`config.mk`:
```
export PLATFORM = sky130hd
export DESIGN_NAME = mem_bus_arbiter
export DESIGN_NICKNAME = d
export VERILOG_FILES = /design/src/rtl/mem_bus_arbiter.sv
export SDC_FILE = /design/constraint.sdc
export NUM_CORES = 1
export LEC_CHECK = 0
export ABC_AREA = 0
export CORE_UTILIZATION = 42
export CTS_CLUSTER_DIAMETER = 40
export DETAILED_ROUTE_END_ITERATION = 6
export HOLD_SLACK_MARGIN = 0.15
export PLACE_DENSITY = 0.92
export RECOVER_POWER = 100
export REMOVE_ABC_BUFFERS = 1
export SLEW_MARGIN = 10
export SYNTH_ARGS = -nofsm -noshare
export SYNTH_HDL_FRONTEND = slang
export SYNTH_SLANG_ARGS = --single-unit
```
`constraint.sdc`:
```
create_clock -name clk_i -period 2.76 [get_ports clk_i]
set_clock_uncertainty 0.2 [all_clocks]
set_input_delay 0.414 -clock clk_i [delete_from_list [all_inputs] [get_ports clk_i]]
set_output_delay 0.414 -clock clk_i [all_outputs]
set_load 0.01 [all_outputs]
```
`src/rtl/mem_bus_arbiter.sv`:
```
// ============================================================================
// Module   : mem_bus_arbiter
// Purpose  : Two-master (fetch/data) arbiter onto one memory port, with a
//            data-burst limiter, a slave timeout and pipeline stall requests.
// Revision : 1.0
// ============================================================================
`default_nettype none

module mem_bus_arbiter #(
  parameter int ADDR_W      = 32,
  parameter int DATA_W      = 32,
  parameter int MAX_D_BURST = 4,
  parameter int TIMEOUT     = 255
) (
  input  logic                clk_i,
  input  logic                rst_i,
  // m0: instruction fetch (read only)
  input  logic                m0_req_i,
  input  logic [ADDR_W-1:0]   m0_addr_i,
  output logic [DATA_W-1:0]   m0_rdata_o,
  output logic                m0_ack_o,
  // m1: load/store
  input  logic                m1_req_i,
  input  logic                m1_we_i,
  input  logic [DATA_W/8-1:0] m1_sel_i,
  input  logic [ADDR_W-1:0]   m1_addr_i,
  input  logic [DATA_W-1:0]   m1_wdata_i,
  output logic [DATA_W-1:0]   m1_rdata_o,
  output logic                m1_ack_o,
  output logic                err_o,
  // shared slave port
  output logic                s_req_o,
  output logic                s_we_o,
  output logic [DATA_W/8-1:0] s_sel_o,
  output logic [ADDR_W-1:0]   s_addr_o,
  output logic [DATA_W-1:0]   s_wdata_o,
  input  logic [DATA_W-1:0]   s_rdata_i,
  input  logic                s_ack_i,
  // pipeline stalls
  output logic                stallreq_if_o,
  output logic                stallreq_mem_o
);

  localparam int SEL_W = DATA_W / 8;
  localparam int BC_W  = (MAX_D_BURST > 1) ? $clog2(MAX_D_BURST + 1) : 1;
  localparam int TO_W  = (TIMEOUT > 1) ? $clog2(TIMEOUT + 1) : 1;

  localparam logic [BC_W-1:0] C_BURST_MAX = BC_W'(MAX_D_BURST);
  localparam logic [TO_W-1:0] C_TO_LIMIT  = TO_W'(TIMEOUT);

  typedef enum logic [1:0] {
    ST_IDLE = 2'd0,
    ST_BUSY = 2'd1,
    ST_RESP = 2'd2
  } state_t;

  state_t              r_state;
  state_t              w_state_nxt;

  logic                r_owner;      // 0 = m0, 1 = m1
  logic [ADDR_W-1:0]   r_addr;
  logic                r_we;
  logic [SEL_W-1:0]    r_sel;
  logic [DATA_W-1:0]   r_wdata;
  logic                r_err;
  logic [DATA_W-1:0]   r_m0_rdata;
  logic [DATA_W-1:0]   r_m1_rdata;
  logic [BC_W-1:0]     r_burst_cnt;
  logic [TO_W-1:0]     r_to_cnt;

  logic                w_grant_m0;
  logic                w_grant_m1;
  logic                w_burst_full;
  logic [TO_W-1:0]     w_to_nxt;
  logic                w_to_hit;
  logic                w_timeout;

  assign w_burst_full = (r_burst_cnt == C_BURST_MAX);
  assign w_to_nxt     = r_to_cnt + 1'b1;

  // The counter holds completed no-ack BUSY cycles, so the limit is hit on the
  // TIMEOUT-th such cycle.
  generate
    if (TIMEOUT != 0) begin : g_timeout
      assign w_to_hit = (w_to_nxt == C_TO_LIMIT);
    end else begin : g_no_timeout
      assign w_to_hit = 1'b0;
    end
  endgenerate

  always_ff @(posedge clk_i) begin
    if (!rst_i) begin
      r_state <= ST_IDLE;
    end else begin
      r_state <= w_state_nxt;
    end
  end

  always_comb begin
    w_state_nxt = r_state;
    w_grant_m0  = 1'b0;
    w_grant_m1  = 1'b0;
    w_timeout   = 1'b0;
    case (r_state)
      ST_IDLE: begin
        if (m1_req_i && !(m0_req_i && w_burst_full)) begin
          w_grant_m1 = 1'b1;
        end else if (m0_req_i) begin
          w_grant_m0 = 1'b1;
        end
        if (w_grant_m0 || w_grant_m1) begin
          w_state_nxt = ST_BUSY;
        end
      end
      ST_BUSY: begin
        if (s_ack_i) begin
          w_state_nxt = ST_RESP;
        end else if (w_to_hit) begin
          w_timeout   = 1'b1;
          w_state_nxt = ST_RESP;
        end
      end
      ST_RESP: begin
        w_state_nxt = ST_IDLE;
      end
      default: begin
        w_state_nxt = ST_IDLE;
      end
    endcase
  end

  always_ff @(posedge clk_i) begin
    if (!rst_i) begin
      r_owner     <= 1'b0;
      r_addr      <= '0;
      r_we        <= 1'b0;
      r_sel       <= '0;
      r_wdata     <= '0;
      r_err       <= 1'b0;
      r_m0_rdata  <= '0;
      r_m1_rdata  <= '0;
      r_burst_cnt <= '0;
      r_to_cnt    <= '0;
    end else begin
      case (r_state)
        ST_IDLE: begin
          r_to_cnt <= '0;
          r_err    <= 1'b0;
          if (w_grant_m1) begin
            r_owner <= 1'b1;
            r_addr  <= m1_addr_i;
            r_we    <= m1_we_i;
            r_sel   <= m1_sel_i;
            r_wdata <= m1_wdata_i;
            // Only data grants that make fetch wait count towards the limit
            if (!m0_req_i) begin
              r_burst_cnt <= '0;
            end else if (!w_burst_full) begin
              r_burst_cnt <= r_burst_cnt + 1'b1;
            end
          end else if (w_grant_m0) begin
            r_owner     <= 1'b0;
            r_addr      <= m0_addr_i;
            r_we        <= 1'b0;
            r_sel       <= '1;
            r_wdata     <= '0;
            r_burst_cnt <= '0;
          end else if (!m0_req_i) begin
            r_burst_cnt <= '0;
          end
        end
        ST_BUSY: begin
          if (s_ack_i) begin
            if (r_owner) begin
              r_m1_rdata <= s_rdata_i;
            end else begin
              r_m0_rdata <= s_rdata_i;
            end
          end else if (w_timeout) begin
            r_err <= 1'b1;
            if (r_owner) begin
              r_m1_rdata <= '0;
            end else begin
              r_m0_rdata <= '0;
            end
          end else if (TIMEOUT != 0) begin
            r_to_cnt <= w_to_nxt;
          end
        end
        default: begin
        end
      endcase
    end
  end

  assign s_req_o   = (r_state == ST_BUSY);
  assign s_we_o    = r_we;
  assign s_sel_o   = r_sel;
  assign s_addr_o  = r_addr;
  assign s_wdata_o = r_wdata;

  assign m0_rdata_o = r_m0_rdata;
  assign m1_rdata_o = r_m1_rdata;
  assign m0_ack_o   = (r_state == ST_RESP) && !r_owner;
  assign m1_ack_o   = (r_state == ST_RESP) && r_owner;
  assign err_o      = (r_state == ST_RESP) && r_err;

  assign stallreq_if_o  = m0_req_i & ~m0_ack_o;
  assign stallreq_mem_o = m1_req_i & ~m1_ack_o;

endmodule

`default_nettype wire

```
==> results.cfg <==
[status]
status = finished clean

[synth]
synth_top_area_share_pct = 47.76
synth_area_sq_um = 6203
synth_area_per_cell_sq_um = 8.787
synthSimpleGateAreaFrac_pct = 12.08
synth-seq-cells = 148
synthMuxAreaShare_pct = 0.3429
yosysTopAreaCell = dfxtp_1
synthAdderAreaFrac_pct = 0.8068
synth_compound_area_share_pct = 32.78
ys_async_sr_fraction_pct = 0
synth_top_family_by_area = compound AO/OA/AOI/OAI gates
synth_flop_cell = dfxtp_1
synth_xor_area_share_pct = 0.5446
seq_area_frac_synth_pct = 47.76
yosysWarnings = 0
syn_inst = 706
synthDistinctLibCells = 42
synth_edf_count = 0
synth_area_leaders = dfxtp_1 48%, a22oi_1 12%, o211ai_1 8.0%, a21oi_1 5.9%, a311oi_1 4.5%

[worst_setup_path]
worstPathArrival_ns = 1.99
path_max_fanout = 11
crit_path_start_kind = flop
critPathRequiredTime_ns = 2.15
critPathKind = reg2out
critPathCaptureType = primary output

[sta]
layout_min_cycle_time_ns = 2.599
fmax_ghz = 0.3848
slew_headroom_pct = 49.30
tns_ns = 0
worst_slew_pin_slew_ns = 0.7605
rsz0062_at_grt = false
setup_viol = 0
hold_viol = 0
maxSlewViolCount = 0
fin_crit_sh_pct = 94.17

[hold_path]
min_path_type = reg2reg

[placement]
post-dp-hpwl_microns = 13180
gp_congestion = 0.7956
io_buffers = 276

[grt]
grt_usage_pct = 25.94
antenna_found_initial = 1
grt_overflow = 0
grt_pass1_wl_microns = 30430
grt_pass1_vias = 5999
grt_max_degree = 73

[cells_and_area]
drive_above_1_share_pct = 6.270
final_nets = 1086
nFillCells = 1114
utilization_pct = 66.98
syn2layout_area_growth_pct = 56.33

[floorplan]
dieArea_sq_um = 15260
dieWidth_microns = 123.5
fp.dieH_microns = 123.5
rows = 44
core_area_sq_um = 14480
ioPinCount = 277
start_util_pct = 42.84

[clock_tree]
cts_max_path_buffers = 2
cts_buffers = 17
h-tree-depth = 4
tritoncts = yes
cts-root-buf = clkbuf_16
cts_sinks = 148
clock_latency_ns = 0.43
cts_setup_buffers = 0
clk_pin_slew_worst_paths_ns = 0.06
cts_resized = 0
hold_buffers = 0

[route]
wl_per_cell_microns = 17.55
vias = 6562
firstDrtPassIters = 5
wl_microns = 20050
drt_iter0_markers = 489
drtAntennaViolNets = 0
drc = 0
vias_per_cell = 5.746

[power_and_ir_drop]
p_leak_nw = 3.753
p_int_mw = 4.258
irDropWorstVdd_v = 0.0003896
swShare_pct = 27.57
powerDensity_nw_per_um2 = 606.1
switchingPower_mw = 1.621
comb_power_share_pct = 19.7
clkPwrFrac_pct = 39.4
seq_power_share_pct = 40.9

[flow_run]
maxCapViolCount = 0
through the flow:
stage	setup slack (ns)	hold WS, ns	area (sq um)	power, mW	cells
2_1_floorplan	-0.4475	0.2273	5892	2.950	632
3_3_place_gp	0.3663	0.2372	9139	3.650	1109
3_5_place_dp	0.3068	0.2482	9139	3.680	1109
4_1_cts	0.1874	0.2607	9729	5.995	1141
5_1_grt	0.05222	0.2786	9698	6.145	1142
6_report	0.1609	0.2564	9698	5.878	1142
power groups by stage:
stage          Clock (mW)  Sequential, mW  Combinational, mW
2_1_floorplan           0            2.52              0.426
3_3_place_gp            0            2.45               1.20
3_5_place_dp            0            2.46               1.22
4_1_cts              2.35            2.41               1.23
5_1_grt              2.46            2.43               1.26
6_report             2.31            2.41               1.16
critical path: stages (launching register included):
cell           delay, ns
dfxtp_1             0.51
nor2b_1             0.12
nor2b_1             0.16
nor2b_1             0.12
dlygate4sd3_1       0.65
final timing paths:
kind / from / end / slack [ns] / cells past startpoint
worst max register to register: r_to_cnt[0] / m1_rdata_o[31] / 0.33 / 7
worst max-delay path: r_state[0] / stallreq_if_o / 0.16 / 4
worst min register to register: r_err / r_err / 0.26 / 2
worst min-delay path: r_err / r_err / 0.26 / 2
state kept, by name, indices dropped and copies added, names as in the netlist:
name	cells
s_sel_o	4
r_err	1
s_we_o	1
r_to_cnt	8
s_wdata_o	32
m0_rdata_o	32
s_addr_o	32
r_state	2
r_owner	1
r_burst_cnt	3
m1_rdata_o	32
per-layer routing:
metal	routed length [microns]	track usage, %	share of wire (%)
met1	7504	28.85	37
met2	10150	43.61	51
met3	1836	8.764	9.2
met4	556	13.86	2.8
met5	0	0	0
cells in the mapped netlist (all sizes together) (5+ instances only):
| master | instances |
|---|---|
| dfxtp | 148 |
| a22oi | 98 |
| nor2 | 74 |
| a21oi | 73 |
| nand2 | 69 |
| o211ai | 66 |
| clkbuf | 49 |
| a311oi | 32 |
| buf | 25 |
| inv | 11 |
| nand3 | 8 |
| o21ai | 7 |
| nor2b | 5 |
layout by cell type (no fill, tap or decap), drive strengths merged, types with 4 or more instances in the layout:
master and instances:
o21ai 7, dlygate4sd3 139, nor2 74, a311oi 32, a21oi 73, clkinv 6
dfxtp 148, nand2 69, o211ai 66, clkbuf 21, ha 4, nand3 8
o221a 4, clkdlybuf4s50 137, nor2b 5, buf 14, inv 15, a22oi 98
area by class of cell:
| cell class | instances | area (sq um) | share of cell area, % |
|---|---|---|---|
| antenna | 1 | 2.502 | 0.02580 |
| multi-input combinational | 473 | 2905 | 29.96 |
| clock buffer | 18 | 439.2 | 4.528 |
| clock inverter | 14 | 151.4 | 1.561 |
| tap | 184 | 230.2 | 2.374 |
| sequential | 148 | 2963 | 30.55 |
| inverter | 11 | 43.79 | 0.4516 |
| timing repair buffer | 293 | 2963 | 30.55 |
logic make-up after synthesis:
| logic type | count (synthesis) |
|---|---|
| DFF | 148 |
| and+or+nand+nor | 175 |
| xor gates and xnor gates | 3 |
| muxes | 2 |
| buffers and inverters | 85 |
| adders and majority gates | 4 |
| AOI/OAI and AO/OA | 289 |
No activity file was read; power rests on OpenSTA's default activity.
